$ cat config.mk
export PLATFORM = sky130hd
export DESIGN_NAME = peatc_capture_sequencer
export DESIGN_NICKNAME = d
export VERILOG_FILES = /design/src/rtl/peatc_pkg.sv /design/src/rtl/peatc_wait_counter.sv /design/src/rtl/peatc_capture_sequencer.sv
export SDC_FILE = /design/constraint.sdc
export NUM_CORES = 1
export LEC_CHECK = 0
export CAP_MARGIN = 10
export CORE_MARGIN = 2
export CORE_UTILIZATION = 35
export CTS_CLUSTER_DIAMETER = 30
export DETAILED_ROUTE_END_ITERATION = 7
export MAX_ROUTING_LAYER = met4
export PLACE_DENSITY = 0.61
export REMOVE_ABC_BUFFERS = 1
export SKIP_LAST_GASP = 1
export SYNTH_ARGS = -nofsm -noshare
export SYNTH_HDL_FRONTEND = slang
export SYNTH_SLANG_ARGS = --single-unit
$ cat constraint.sdc
create_clock -name iClk -period 3.3 [get_ports iClk]
set_input_delay 0.66 -clock iClk [delete_from_list [all_inputs] [get_ports iClk]]
set_output_delay 0.66 -clock iClk [all_outputs]
set_load 0.01 [all_outputs]
$ cat src/rtl/peatc_pkg.sv
// ============================================================================
// Module   : peatc_pkg
// Purpose  : Shared opcodes, command field positions and FSM states for the
//            PEATC capture sequencer.
// Revision : 1.0
// ============================================================================
`default_nettype none

package peatc_pkg;

  localparam logic [7:0] OP_NOP     = 8'h00;
  localparam logic [7:0] OP_CAPTURE = 8'h01;

  localparam int CMD_FIELD_W   = 8;
  localparam int CMD_CHAN_LSB  = 24;
  localparam int CMD_START_LSB = 16;
  localparam int CMD_LEN_LSB   = 8;
  localparam int CMD_OP_LSB    = 0;

  typedef enum logic [2:0] {
    ST_IDLE   = 3'd0,
    ST_LATCH  = 3'd1,
    ST_SETTLE = 3'd2,
    ST_ADDR   = 3'd3,
    ST_WRITE  = 3'd4,
    ST_DONE   = 3'd5
  } stateT;

endpackage

`default_nettype wire

$ cat src/rtl/peatc_wait_counter.sv
// ============================================================================
// Module   : peatc_wait_counter
// Purpose  : Loadable down-counter that stops at zero and flags it.
// Revision : 1.0
// ============================================================================
`default_nettype none

module peatc_wait_counter #(
  parameter int WIDTH = 4
) (
  input  logic             iClk,
  input  logic             iReset,
  input  logic             iLoad,
  input  logic [WIDTH-1:0] iLoadVal,
  input  logic             iDec,
  output logic             oZero
);

  logic [WIDTH-1:0] rCount;

  always_ff @(posedge iClk) begin
    if (iReset) begin
      rCount <= '0;
    end else if (iLoad) begin
      rCount <= iLoadVal;
    end else if (iDec && (rCount != '0)) begin
      rCount <= rCount - WIDTH'(1);
    end
  end

  assign oZero = (rCount == '0);

endmodule

`default_nettype wire

$ cat src/rtl/peatc_capture_sequencer.sv
// ============================================================================
// Module   : peatc_capture_sequencer
// Purpose  : Pops capture commands, sweeps a register-bank window on the
//            selected channel and streams samples into the host data FIFO.
// Revision : 1.0
// ============================================================================
`default_nettype none

module peatc_capture_sequencer
  import peatc_pkg::*;
#(
  parameter int DATA_W      = 16,
  parameter int ADDR_W      = 8,
  parameter int CHAN_W      = 8,
  parameter int DEFAULT_LEN = 67,
  parameter int READ_LAT    = 1,
  parameter int SETTLE      = 2
) (
  input  logic              iClk,
  input  logic              iReset,
  input  logic              iCmdEmpty,
  output logic              oCmdRdEn,
  input  logic [31:0]       iCmdData,
  input  logic              iAbort,
  output logic [CHAN_W-1:0] oChanSel,
  output logic [ADDR_W-1:0] oAddr,
  input  logic [DATA_W-1:0] iSample,
  input  logic              iOutFull,
  output logic              oOutWrEn,
  output logic [DATA_W-1:0] oOutData,
  output logic              oBusy,
  output logic              oDone,
  output logic              oErr,
  output logic [ADDR_W:0]   oCount
);

  localparam int LEN_W    = ADDR_W + 1;
  localparam int SETTLE_W = 4;
  localparam int LAT_W    = 2;

  localparam logic [SETTLE_W-1:0] SETTLE_LOAD   = SETTLE_W'((SETTLE > 0) ? SETTLE - 1 : 0);
  localparam logic [LAT_W-1:0]    LAT_LOAD      = LAT_W'(READ_LAT - 1);
  localparam logic [LEN_W-1:0]    DEFAULT_LEN_V = LEN_W'(DEFAULT_LEN);

  stateT             rState;
  logic [ADDR_W-1:0] rAddr;
  logic [LEN_W-1:0]  rLen;

  logic [7:0]        wOp;
  logic [7:0]        wLenField;
  logic [CHAN_W-1:0] wChan;
  logic [ADDR_W-1:0] wStart;
  logic [ADDR_W-1:0] wAddrInc;
  logic              wDecodeNow;
  logic              wIsCapture;
  logic              wLastWrite;
  logic              wToAddr;
  logic              wSettleZero;
  logic              wLatZero;

  assign wOp       = iCmdData[CMD_OP_LSB +: CMD_FIELD_W];
  assign wLenField = iCmdData[CMD_LEN_LSB +: CMD_FIELD_W];
  assign wChan     = iCmdData[CMD_CHAN_LSB +: CHAN_W];
  assign wStart    = iCmdData[CMD_START_LSB +: ADDR_W];
  assign wAddrInc  = rAddr + ADDR_W'(1);

  // The FIFO is non-FWFT: LATCH spends its first cycle with oCmdRdEn high,
  // and the command word is only valid on the second.
  assign wDecodeNow = (rState == ST_LATCH) && !oCmdRdEn;
  assign wIsCapture = wDecodeNow && (wOp == OP_CAPTURE);
  assign wLastWrite = ((oCount + LEN_W'(1)) == rLen);

  assign wToAddr = (wIsCapture && (SETTLE == 0))
                || ((rState == ST_SETTLE) && !iAbort && wSettleZero)
                || ((rState == ST_WRITE) && !iOutFull && !iAbort && !wLastWrite);

  peatc_wait_counter #(.WIDTH(SETTLE_W)) uSettleCnt (
    .iClk     (iClk),
    .iReset   (iReset),
    .iLoad    (wIsCapture),
    .iLoadVal (SETTLE_LOAD),
    .iDec     (rState == ST_SETTLE),
    .oZero    (wSettleZero)
  );

  peatc_wait_counter #(.WIDTH(LAT_W)) uLatCnt (
    .iClk     (iClk),
    .iReset   (iReset),
    .iLoad    (wToAddr),
    .iLoadVal (LAT_LOAD),
    .iDec     (rState == ST_ADDR),
    .oZero    (wLatZero)
  );

  assign oBusy = (rState != ST_IDLE);

  always_ff @(posedge iClk) begin
    if (iReset) begin
      rState   <= ST_IDLE;
      rAddr    <= '0;
      rLen     <= '0;
      oCmdRdEn <= 1'b0;
      oChanSel <= '0;
      oAddr    <= '0;
      oOutWrEn <= 1'b0;
      oOutData <= '0;
      oDone    <= 1'b0;
      oErr     <= 1'b0;
      oCount   <= '0;
    end else begin
      oCmdRdEn <= 1'b0;
      oOutWrEn <= 1'b0;
      oDone    <= 1'b0;
      case (rState)
        ST_IDLE: begin
          if (!iCmdEmpty) begin
            oCmdRdEn <= 1'b1;
            rState   <= ST_LATCH;
          end
        end
        ST_LATCH: begin
          if (wDecodeNow) begin
            if (wOp == OP_CAPTURE) begin
              oChanSel <= wChan;
              rAddr    <= wStart;
              oCount   <= '0;
              rLen     <= (wLenField == 8'd0) ? DEFAULT_LEN_V : LEN_W'(wLenField);
              if (SETTLE == 0) begin
                oAddr  <= wStart;
                rState <= ST_ADDR;
              end else begin
                rState <= ST_SETTLE;
              end
            end else if (wOp == OP_NOP) begin
              rState <= ST_IDLE;
            end else begin
              oErr   <= 1'b1;
              oDone  <= 1'b1;
              rState <= ST_IDLE;
            end
          end
        end
        ST_SETTLE: begin
          if (iAbort) begin
            rState <= ST_DONE;
          end else if (wSettleZero) begin
            oAddr  <= rAddr;
            rState <= ST_ADDR;
          end
        end
        ST_ADDR: begin
          if (iAbort) begin
            rState <= ST_DONE;
          end else if (wLatZero) begin
            rState <= ST_WRITE;
          end
        end
        ST_WRITE: begin
          // A write decided in the same cycle as an abort still goes out.
          if (!iOutFull) begin
            oOutWrEn <= 1'b1;
            oOutData <= iSample;
            oCount   <= oCount + LEN_W'(1);
            rAddr    <= wAddrInc;
            if (iAbort || wLastWrite) begin
              rState <= ST_DONE;
            end else begin
              oAddr  <= wAddrInc;
              rState <= ST_ADDR;
            end
          end else if (iAbort) begin
            rState <= ST_DONE;
          end
        end
        ST_DONE: begin
          oDone  <= 1'b1;
          rState <= ST_IDLE;
        end
        default: begin
          rState <= ST_IDLE;
        end
      endcase
    end
  end

endmodule

`default_nettype wire

# --- Word level (Yosys, flattened, before mapping) ---
# Index checks and enable logic that the tools add are counted.
# Widths: inputs -> output; s select.
word_totals:
  wordCells: 109
  mem_count: 0
  out_inout_bits: 46
  inputBits: 53
  register_bits: 71
  romBits: 0
  mem_bits_rw: 0
  latchBits: 0
op_classes:
  order_cmp: 0
  shift: 0
  bitwise: 5
  mux: 33
  n_div: 0
  n_reduce_logical: 36
  addsub: 4
  multipliers: 0
  n_eq_ne: 17
op_table:
  columns: ["op", "count"]
  rows:
  - ["$mux 8", 8]
  - ["$pmux 8 s2", 2]
  - ["$mux 3", 9]
  - ["$mux 9", 3]
  - ["$pmux 9 s2", 1]
  - ["$logic_not 8->1", 2]
  - ["$pmux 3 s5", 1]
  - ["$ne 2x2->1 const B", 6]
  - ["$reduce_and 5->1", 2]
  - ["$add 9x1->9 const B", 1]
  - ["$eq 9x9->1", 1]
  - ["$logic_and 1x1->1", 9]
  - ["$ne 3x3->1 const B", 3]
  - ["$add 8x1->8 const B", 1]
  - ["$eq 8x1->1 const B", 1]
  - ["$reduce_and 4->1", 2]
  - ["$reduce_bool 2->1", 4]
  - ["$reduce_or 2->1", 4]
  - ["$mux 1", 7]
  - ["$eq 3x2->1 const B", 2]
  - ["$eq 3x3->1 const B", 2]
  - ["$not 1->1", 5]
  - ["$logic_not 1->1", 4]
  - ["$logic_not 4->1", 1]
  - ["13 further kinds", 14]

# --- Logic depth before layout (Yosys ltp) ---
# Gate-level depths: netlist of the first run.
depth:
  depth_word: 6
  mapped_depth: 10

# --- By module ---
# Synthesis of the first run repeated with hierarchy kept, for this count alone.
unflattened:
  cells_unflattened: 441
  hier_area_um2: 3530.9
modules_own_cells:
  columns: ["module", "area_each_um2", "n_inst", "seq_area_each_um2", "cells_each"]
  rows:
  - ["peatc_capture_sequencer", 3141.8, 1, 1281.2, 398]
  - ["peatc_wait_counter (uSettleCnt)", 262.8, 1, 80.1, 29]
  - ["peatc_wait_counter (uLatCnt)", 126.4, 1, 40.0, 14]

# --- Worst setup path after synthesis of the first run ---
# No wires, ideal clock.
synth_timing:
  path_type: "register to register"
  start: "reg oCount[0]"
  end: "reg oAddr[7]"
  arrival_time_ps: 2300
  period_less_slack_ps: 2434
  setup_ps: 133
  path_stages_with_launch: 11
  path_slack_ps: 866
  path_cell_list: "dfxtp_1 -> ha_1 -> nand3_2 -> or3_1 -> a32o_1 -> o22ai_1 -> a311o_1 -> buf_6 -> and2_4 -> buf_12 -> o31ai_4"
synth_via:
  elab_chain_cells: 5
synth_lines:
  columns: ["element", "line", "text"]
  rows:
  - ["from (decl)", "peatc_capture_sequencer.sv:34", "output logic [ADDR_W:0] oCount"]
  - ["from (signal assigned)", "peatc_capture_sequencer.sv:163", "oCount <= oCount + LEN_W'(1);"]
  - ["$add 9x1->9", "peatc_capture_sequencer.sv:71", "assign wLastWrite = ((oCount + LEN_W'(1)) == rLen);"]
  - ["$eq 9x9->1", "peatc_capture_sequencer.sv:71", null]
  - ["$logic_or 1x1->1", "peatc_capture_sequencer.sv:165", "if (iAbort || wLastWrite) begin"]
  - ["$ne 2x2->1 (no source line)", null, null]
  - ["$reduce_and 5->1 (no source line)", null, null]
  - ["to (signal assigned)", "peatc_capture_sequencer.sv:129", "oAddr <= wStart;"]
  - ["to (signal assigned)", "peatc_capture_sequencer.sv:147", "oAddr <= rAddr;"]
  - ["to (signal assigned)", "peatc_capture_sequencer.sv:168", "oAddr <= wAddrInc;"]
  - ["to (decl)", "peatc_capture_sequencer.sv:26", "output logic [ADDR_W-1:0] oAddr,"]
# No other way between the ends.
# A chain may end at the register's enable or synchronous reset.

# --- Worst setup path in the final report of the first run ---
layout_timing:
  start: "reg oCount[0]"
  end: "reg oAddr[4]"
# The elaborated chain is that of the path after synthesis.

==> flow_metrics.env, run 1 <==
export IMPL_outcome="finished, final reports clean"
export IMPL_grt_total_usage=0.184
export IMPL_vias_per_cell=5.05
export IMPL_die_area_sq_mm=0.0107
export IMPL_p_clk_frac=0.420
export IMPL_cp_max_fo=8
export IMPL_htreeDepth=3
export IMPL_muxShareOfSynthArea=0.00581
export IMPL_switchingPower_mw=0.397
export IMPL_gp_congestion=0.858
export IMPL_drtPass1Iterations=4
export IMPL_arrival_ns=3.00
export IMPL_synth_fa_ha_area_frac=0.0145
export IMPL_peakVddDrop_v=0.000153
export IMPL_fillCellCount=952
export IMPL_post_cts_buffers=0
export IMPL_end_kind="flip-flop"
export IMPL_max_freq_mhz=367
export IMPL_grt_pass1_wl_microns=14900
export IMPL_grt_pass1_vias=3156
export IMPL_layout_worst_path_cycle_share=0.827
export IMPL_grt_setup_unrepaired="no"
export IMPL_regArea_sq_mm=0.00140
export IMPL_remaining_drc_errors=0
export IMPL_grt_max_degree=66
export IMPL_synth_compound_area_share=0.215
export IMPL_synth_top_cell_area_share=0.407
export IMPL_die_h_microns=103
export IMPL_synth_area_sq_mm=0.00344
export IMPL_final_nets=571
export IMPL_rr_startpoint="oCount[0]"
export IMPL_cts_hold_buffers=0
export IMPL_synth_top_cell_by_area="dfxtp_1"
export IMPL_clock_skew_ns=0.00792
export IMPL_drive_gt1_frac=0.0963
export IMPL_ioPinCount=99
export IMPL_ys_top_cells_by_area="dfxtp_1 (41%), nand2_1 (9.9%), a21oi_1 (7.3%)"
export IMPL_hold_start="oOutData[5]"
export IMPL_clkSinkCount=70
export IMPL_root_buffer="clkbuf_8"
export IMPL_crit_type="reg -> reg"
export IMPL_antenna_found_initial=0
export IMPL_start_util=0.356
export IMPL_ys_seq_area_frac=0.407
export IMPL_setup_violations_final=0
export IMPL_powerDensity_mw_per_mm2=360
export IMPL_yosysMostFrequentCell="nand2_1"
export IMPL_comb_power_share=0.073
export IMPL_hp_class="reg -> reg"
export IMPL_reg2regPathDepth=9
export IMPL_tns_ns=0
export IMPL_synth_ff_type="dfxtp_1"
export IMPL_power_leakage_nw=1.55
export IMPL_hpwl_microns=6300
export IMPL_synth_cells=427
export IMPL_tightest_slew_ns=0.763
export IMPL_port_buffers=98
export IMPL_synth_edf_count=0
export IMPL_timing_final_max_slew_violations=0
export IMPL_synth_area_per_cell_sq_um=8.07
export IMPL_async_flop_share=0
export IMPL_synthSimpleGateAreaFrac=0.255
export IMPL_worstSetupStartpointType="flip-flop"
export IMPL_final_util=0.486
export IMPL_overflow=0
export IMPL_die_w_microns=103
export IMPL_cts_path_max_buffers=2
export IMPL_post_synth_num_cell_types=56
export IMPL_ys_seq_elements=70
export IMPL_drt_wirelength_per_cell_microns=14.1
export IMPL_n_antenna_cell=0
export IMPL_cp_required_ns=3.57
export IMPL_cts_tree="done"
export IMPL_r2r_setup_slack_ns=0.57
export IMPL_area_delta_synth_final_pct=36.6
export IMPL_yosysWarnings=0
export IMPL_rr_endpoint="oAddr[4]"
export IMPL_hold_violations=0
export IMPL_intPower_mw=1.30
export IMPL_core_area_sq_mm=0.00968
export IMPL_synth_xor_area_frac=0.0432
export IMPL_post_cts_resized=0
export IMPL_ant_nets=0
export IMPL_seqPwrFrac=0.507
export IMPL_synth_top_family_by_area="simple AND/OR/NAND/NOR gates"
export IMPL_finalCriticalPeriod_ns=2.73
export IMPL_multi_input_area_sq_mm=0.00184
export IMPL_vias=3295
export IMPL_hold_depth=2
export IMPL_hold_end="oOutData[5]"
export IMPL_maxSlewHeadroom=0.491
export IMPL_cts_clk_slew_worst_paths_ns=0.08
export IMPL_yosys_top_cells_count="nand2_1 (91), dfxtp_1 (70), a21oi_1 (50), nor2_1 (27), o21ai_0 (22)"
export IMPL_drv_cap=0
export IMPL_clkLatencyLatePin_ns=0.35
export IMPL_wl_microns=9190
export IMPL_core_rowCount=36
export IMPL_power_share_switching=0.235
export IMPL_drt_iter0_markers=112
export IMPL_cts_buffers=9
[per-stage QoR]
| step | hold slack (ns) | instance area [sq um] | total power, mW | setup WS, ns | cells |
|---|---|---|---|---|---|
| 2_1_floorplan | 0.438 | 3280 | 0.903 | 0.443 | 396 |
| 3_3_place_gp | 0.441 | 4510 | 1.00 | 0.334 | 636 |
| 3_5_place_dp | 0.446 | 4510 | 1.00 | 0.313 | 636 |
| 4_1_cts | 0.458 | 4710 | 1.71 | 0.559 | 652 |
| 5_1_grt | 0.477 | 4710 | 1.76 | 0.334 | 652 |
| 6_report | 0.455 | 4710 | 1.69 | 0.572 | 652 |
[cell families after synthesis]
| family | Yosys count |
|---|---|
| buf+inv | 43 |
| mux | 2 |
| compound gates | 110 |
| flops | 70 |
| simple gates | 181 |
| xor+xnor | 17 |
| fa+ha+maj | 4 |
[worst max-delay path, cell delays in order, from the launching register on]
cell      delay [ns]
dfxtp_1         0.48
ha_1            0.30
nand3_2         0.17
or3_1           0.38
a32o_1          0.25
o22ai_1         0.21
a311o_1         0.37
buf_4           0.21
a21oi_1         0.09
a211oi_2        0.20
[metal layers]
| metal | up-vias | GRT usage | wire length [microns] |
|---|---|---|---|
| li1 | 1663 | - | - |
| met4 | 0 | 0.0709 | 106 |
| met1 | 1511 | 0.238 | 4550 |
| met3 | 10 | 0.0349 | 523 |
| met2 | 111 | 0.285 | 4010 |
| met5 | - | - | 0 |
[worst max-delay path by stage]
stage | from | endpoint | slack [ns] | cells after the start
floorplan | iCmdData[5] | rAddr[5] | 0.44 | 6
CTS | oCount[0] | oAddr[4] | 0.56 | 9
global route | oCount[0] | oAddr[4] | 0.33 | 9
finish | oCount[0] | oAddr[4] | 0.57 | 9
detailed placement | iCmdData[5] | rAddr[0] | 0.31 | 8
global placement | iCmdData[5] | rAddr[0] | 0.33 | 8
[placed cells by master, fill, tap and decap left out, types with 10 or more instances in the layout]
cell / count
xnor2_1: 13
nand2_1: 91
nor2_1: 27
inv_1: 12
dfxtp_1: 70
o21ai_0: 22
clkbuf_8: 10
a21oi_1: 50
clkdlybuf4s50_1: 97
[layout make-up]
class / count / area share
Sequential cell: 70 / 0.298
Multi-Input combinational cell: 314 / 0.390
Tap cell: 133 / 0.0354
Inverter: 12 / 0.00957
Clock buffer: 11 / 0.0300
Timing Repair Buffer: 107 / 0.224
Clock inverter: 5 / 0.0125
[power by group through the flow]
stage | registers (mW) | logic (mW) | clock network [mW]
after floorplan | 0.877 | 0.0259 | 0
after global placement | 0.877 | 0.123 | 0
after CTS | 0.858 | 0.124 | 0.726
after detailed placement | 0.878 | 0.123 | 0
after global routing | 0.859 | 0.131 | 0.767
final | 0.858 | 0.123 | 0.711
[sequential cells by signal, summed over array words and instances, names as in the netlist]
| name | cells |
|---|---|
| rLen | 8 |
| rState | 3 |
| oAddr | 8 |
| uSettleCnt.rCount | 4 |
| oChanSel | 8 |
| oDone | 1 |
| uLatCnt.rCount | 2 |
| oOutWrEn | 1 |
| oCount | 9 |
| oErr | 1 |
| rAddr | 8 |
| oCmdRdEn | 1 |
| oOutData | 16 |
Power figures use the tool's default switching activity.
==> inputs of run 2 (changes only) <==
--- a/config.mk
+++ b/config.mk
@@ -11,7 +11,7 @@
 export CTS_CLUSTER_DIAMETER = 30
 export DETAILED_ROUTE_END_ITERATION = 7
 export MAX_ROUTING_LAYER = met4
-export PLACE_DENSITY = 0.61
+export PLACE_DENSITY = 0.63
 export REMOVE_ABC_BUFFERS = 1
 export SKIP_LAST_GASP = 1
 export SYNTH_ARGS = -nofsm -noshare
==> constraint.sdc (replaced) <==
create_clock -name iClk -period 2.3 [get_ports iClk]
set_input_delay 0.46 -clock iClk [delete_from_list [all_inputs] [get_ports iClk]]
set_output_delay 0.46 -clock iClk [all_outputs]
set_load 0.01 [all_outputs]
==> run 2 against run 1 <==
Effect of this change:
- clock power is 74% higher
- register-to-register slack worse by 0.53 ns
- first-iteration DRC count is 4.5% lower
- clock skew hardly changed
- setup slack worse by 0.53 ns
- utilization is 3.0 points higher
- maximum frequency is 21% higher
- design area is 6.3% higher
- global-route usage is 0.56 points higher
- routed wire length is 5.9% higher
- largest cell class unchanged
==> flow_metrics.env, run 2 (synthesized netlist as in run 1, its figures left out) <==
export IMPL_hold_violations=0
export IMPL_drtPass1Iterations=4
export IMPL_tns_ns=0
export IMPL_powerDensity_mw_per_mm2=531
export IMPL_wl_microns=9730
export IMPL_drive_gt1_frac=0.151
export IMPL_ioPinCount=99
export IMPL_place_ws_ns=-0.418
export IMPL_top_regs="oOutData: 16 flops, oCount: 9 flops"
export IMPL_drv_cap=0
export IMPL_total_power_mw=2.66
export IMPL_power_leakage_nw=1.72
export IMPL_cp_required_ns=2.57
export IMPL_antenna_found_initial=0
export IMPL_clkLatencyLatePin_ns=0.35
export IMPL_timing_final_max_slew_violations=0
export IMPL_core_area_sq_mm=0.00968
export IMPL_die_area_sq_mm=0.0107
export IMPL_port_buffers=98
export IMPL_start_util=0.356
export IMPL_peakVddDrop_v=0.000272
export IMPL_arrival_ns=2.53
export IMPL_comb_power_share=0.073
export IMPL_cts_buffers=9
export IMPL_cts_clk_slew_worst_paths_ns=0.08
export IMPL_layout_worst_path_cycle_share=0.982
export IMPL_fin_ws_ns=0.0405
export IMPL_clkSinkCount=70
export IMPL_cp_buffers_inverters=1
export IMPL_end_kind="flip-flop"
export IMPL_cts_hold_buffers=0
export IMPL_crit_type="reg -> reg"
export IMPL_maxSlewHeadroom=0.695
export IMPL_die_w_microns=103
export IMPL_grt_total_usage=0.189
export IMPL_tightest_slew_ns=0.457
export IMPL_die_h_microns=103
export IMPL_grt_max_degree=66
export IMPL_vias_per_cell=5.04
export IMPL_area_delta_synth_final_pct=45.2
export IMPL_setup_violations_final=0
export IMPL_path_cells="ha_4 > xor2_1 > a311oi_1 > nand4_1 > a2111oi_4 > a311o_1 > buf_6 > a21oi_1 > a211oi_2"
export IMPL_largest_register="oOutData"
export IMPL_final_nets=595
export IMPL_root_buffer="clkbuf_8"
export IMPL_gp_congestion=0.879
export IMPL_finalCriticalPeriod_ns=2.26
export IMPL_r2r_setup_slack_ns=0.04
export IMPL_slowest_stage="dfxtp_2"
export IMPL_n_antenna_cell=0
export IMPL_grt_pass1_vias=3155
export IMPL_remaining_drc_errors=0
export IMPL_drt_wirelength_per_cell_microns=14.4
export IMPL_design_area_sq_mm=0.00500
export IMPL_cp_max_fo=8
export IMPL_worstSetupStartpointType="flip-flop"
export IMPL_final_common_cell="clkdlybuf4s50_1"
export IMPL_largest_reg_flops=16
export IMPL_outcome="finished, final reports clean"
export IMPL_layout_common_cells="clkdlybuf4s50_1 (93), nand2_1 (91), dfxtp_1 (68)"
export IMPL_slowest_delay_ns=0.34
export IMPL_overflow=0
export IMPL_ant_nets=0
export IMPL_grt_pass1_wl_microns=15300
export IMPL_intPower_mw=2.09
export IMPL_p_clk_frac=0.465
export IMPL_core_rowCount=36
export IMPL_hp_class="reg -> reg"
export IMPL_cts_path_max_buffers=2
export IMPL_hpwl_microns=6680
export IMPL_drt_iter0_markers=107
export IMPL_max_freq_mhz=443
export IMPL_htreeDepth=3
export IMPL_vias=3408
export IMPL_grt_setup_unrepaired="yes"
export IMPL_cts_tree="done"
export IMPL_switchingPower_mw=0.571
export IMPL_placed_cell_area_sq_mm=0.00468
export IMPL_seqPwrFrac=0.462
export IMPL_clock_skew_ns=0.00813
export IMPL_power_share_switching=0.215
export IMPL_critical_path_top_delay_family="compound AO/OA/AOI/OAI gates"
==> run 2: area by class of cell <==
cell class,instances,area [sq um]
clock buffers,11,141
clock inverters,5,106
fillers,945,4680
inverters,12,45.0
multi-input cells,314,1900
flip-flops and latches,70,1400
well taps,133,166
repair buffers,131,1240
==> run 2: final timing paths <==
check,startpoint,end,depth (start not counted)
worst min-delay path,oOutData[10],oOutData[10],2
worst min register to register,oOutData[10],oOutData[10],2
worst max register to register,oCount[1],oAddr[2],9
worst max-delay path,oCount[1],oAddr[2],9
==> run 2: through the flow <==
step	std cells	hold WS (ns)	util
after CTS	676	0.457	0.515
final	676	0.455	0.516
after detailed placement	659	0.446	0.483
after global routing	676	0.475	0.516
after floorplan	396	0.438	-
after global placement	659	0.440	0.483
==> run 2: timing repair <==
action | in CTS | in global routing
endpoints found under the setup margin | 11 | 32
pin swaps | 12 | 13
resized for setup | 15 | 2
buffers inserted | 1 | 0
cloned | 0 | 0
==> run 2: worst reg2reg max path, delay by kind of cell, from the launching register on <==
kind	cells	cell delay, ns
xor+xnor	1	0.14
buf+inv	1	0.16
flops	1	0.34
fa+ha+maj	1	0.24
compound gates	5	1.13
simple gates	1	0.17
==> run 2: power groups by stage <==
| stage | logic (mW) | clock network (mW) | registers (mW) |
|---|---|---|---|
| after floorplan | 0.0372 | 0 | 1.26 |
| after global placement | 0.192 | 0 | 1.26 |
| after detailed placement | 0.192 | 0 | 1.26 |
| after CTS | 0.194 | 1.27 | 1.23 |
| after global routing | 0.208 | 1.32 | 1.23 |
| final | 0.195 | 1.24 | 1.23 |
==> run 2: per-layer routing <==
layer | wire length [microns] | vias to the layer above | GRT usage
li1 | - | 1726 | -
met1 | 4490 | 1564 | 0.245
met2 | 4540 | 112 | 0.298
met3 | 646 | 6 | 0.0370
met4 | 56 | 0 | 0.0638
met5 | 0 | - | -
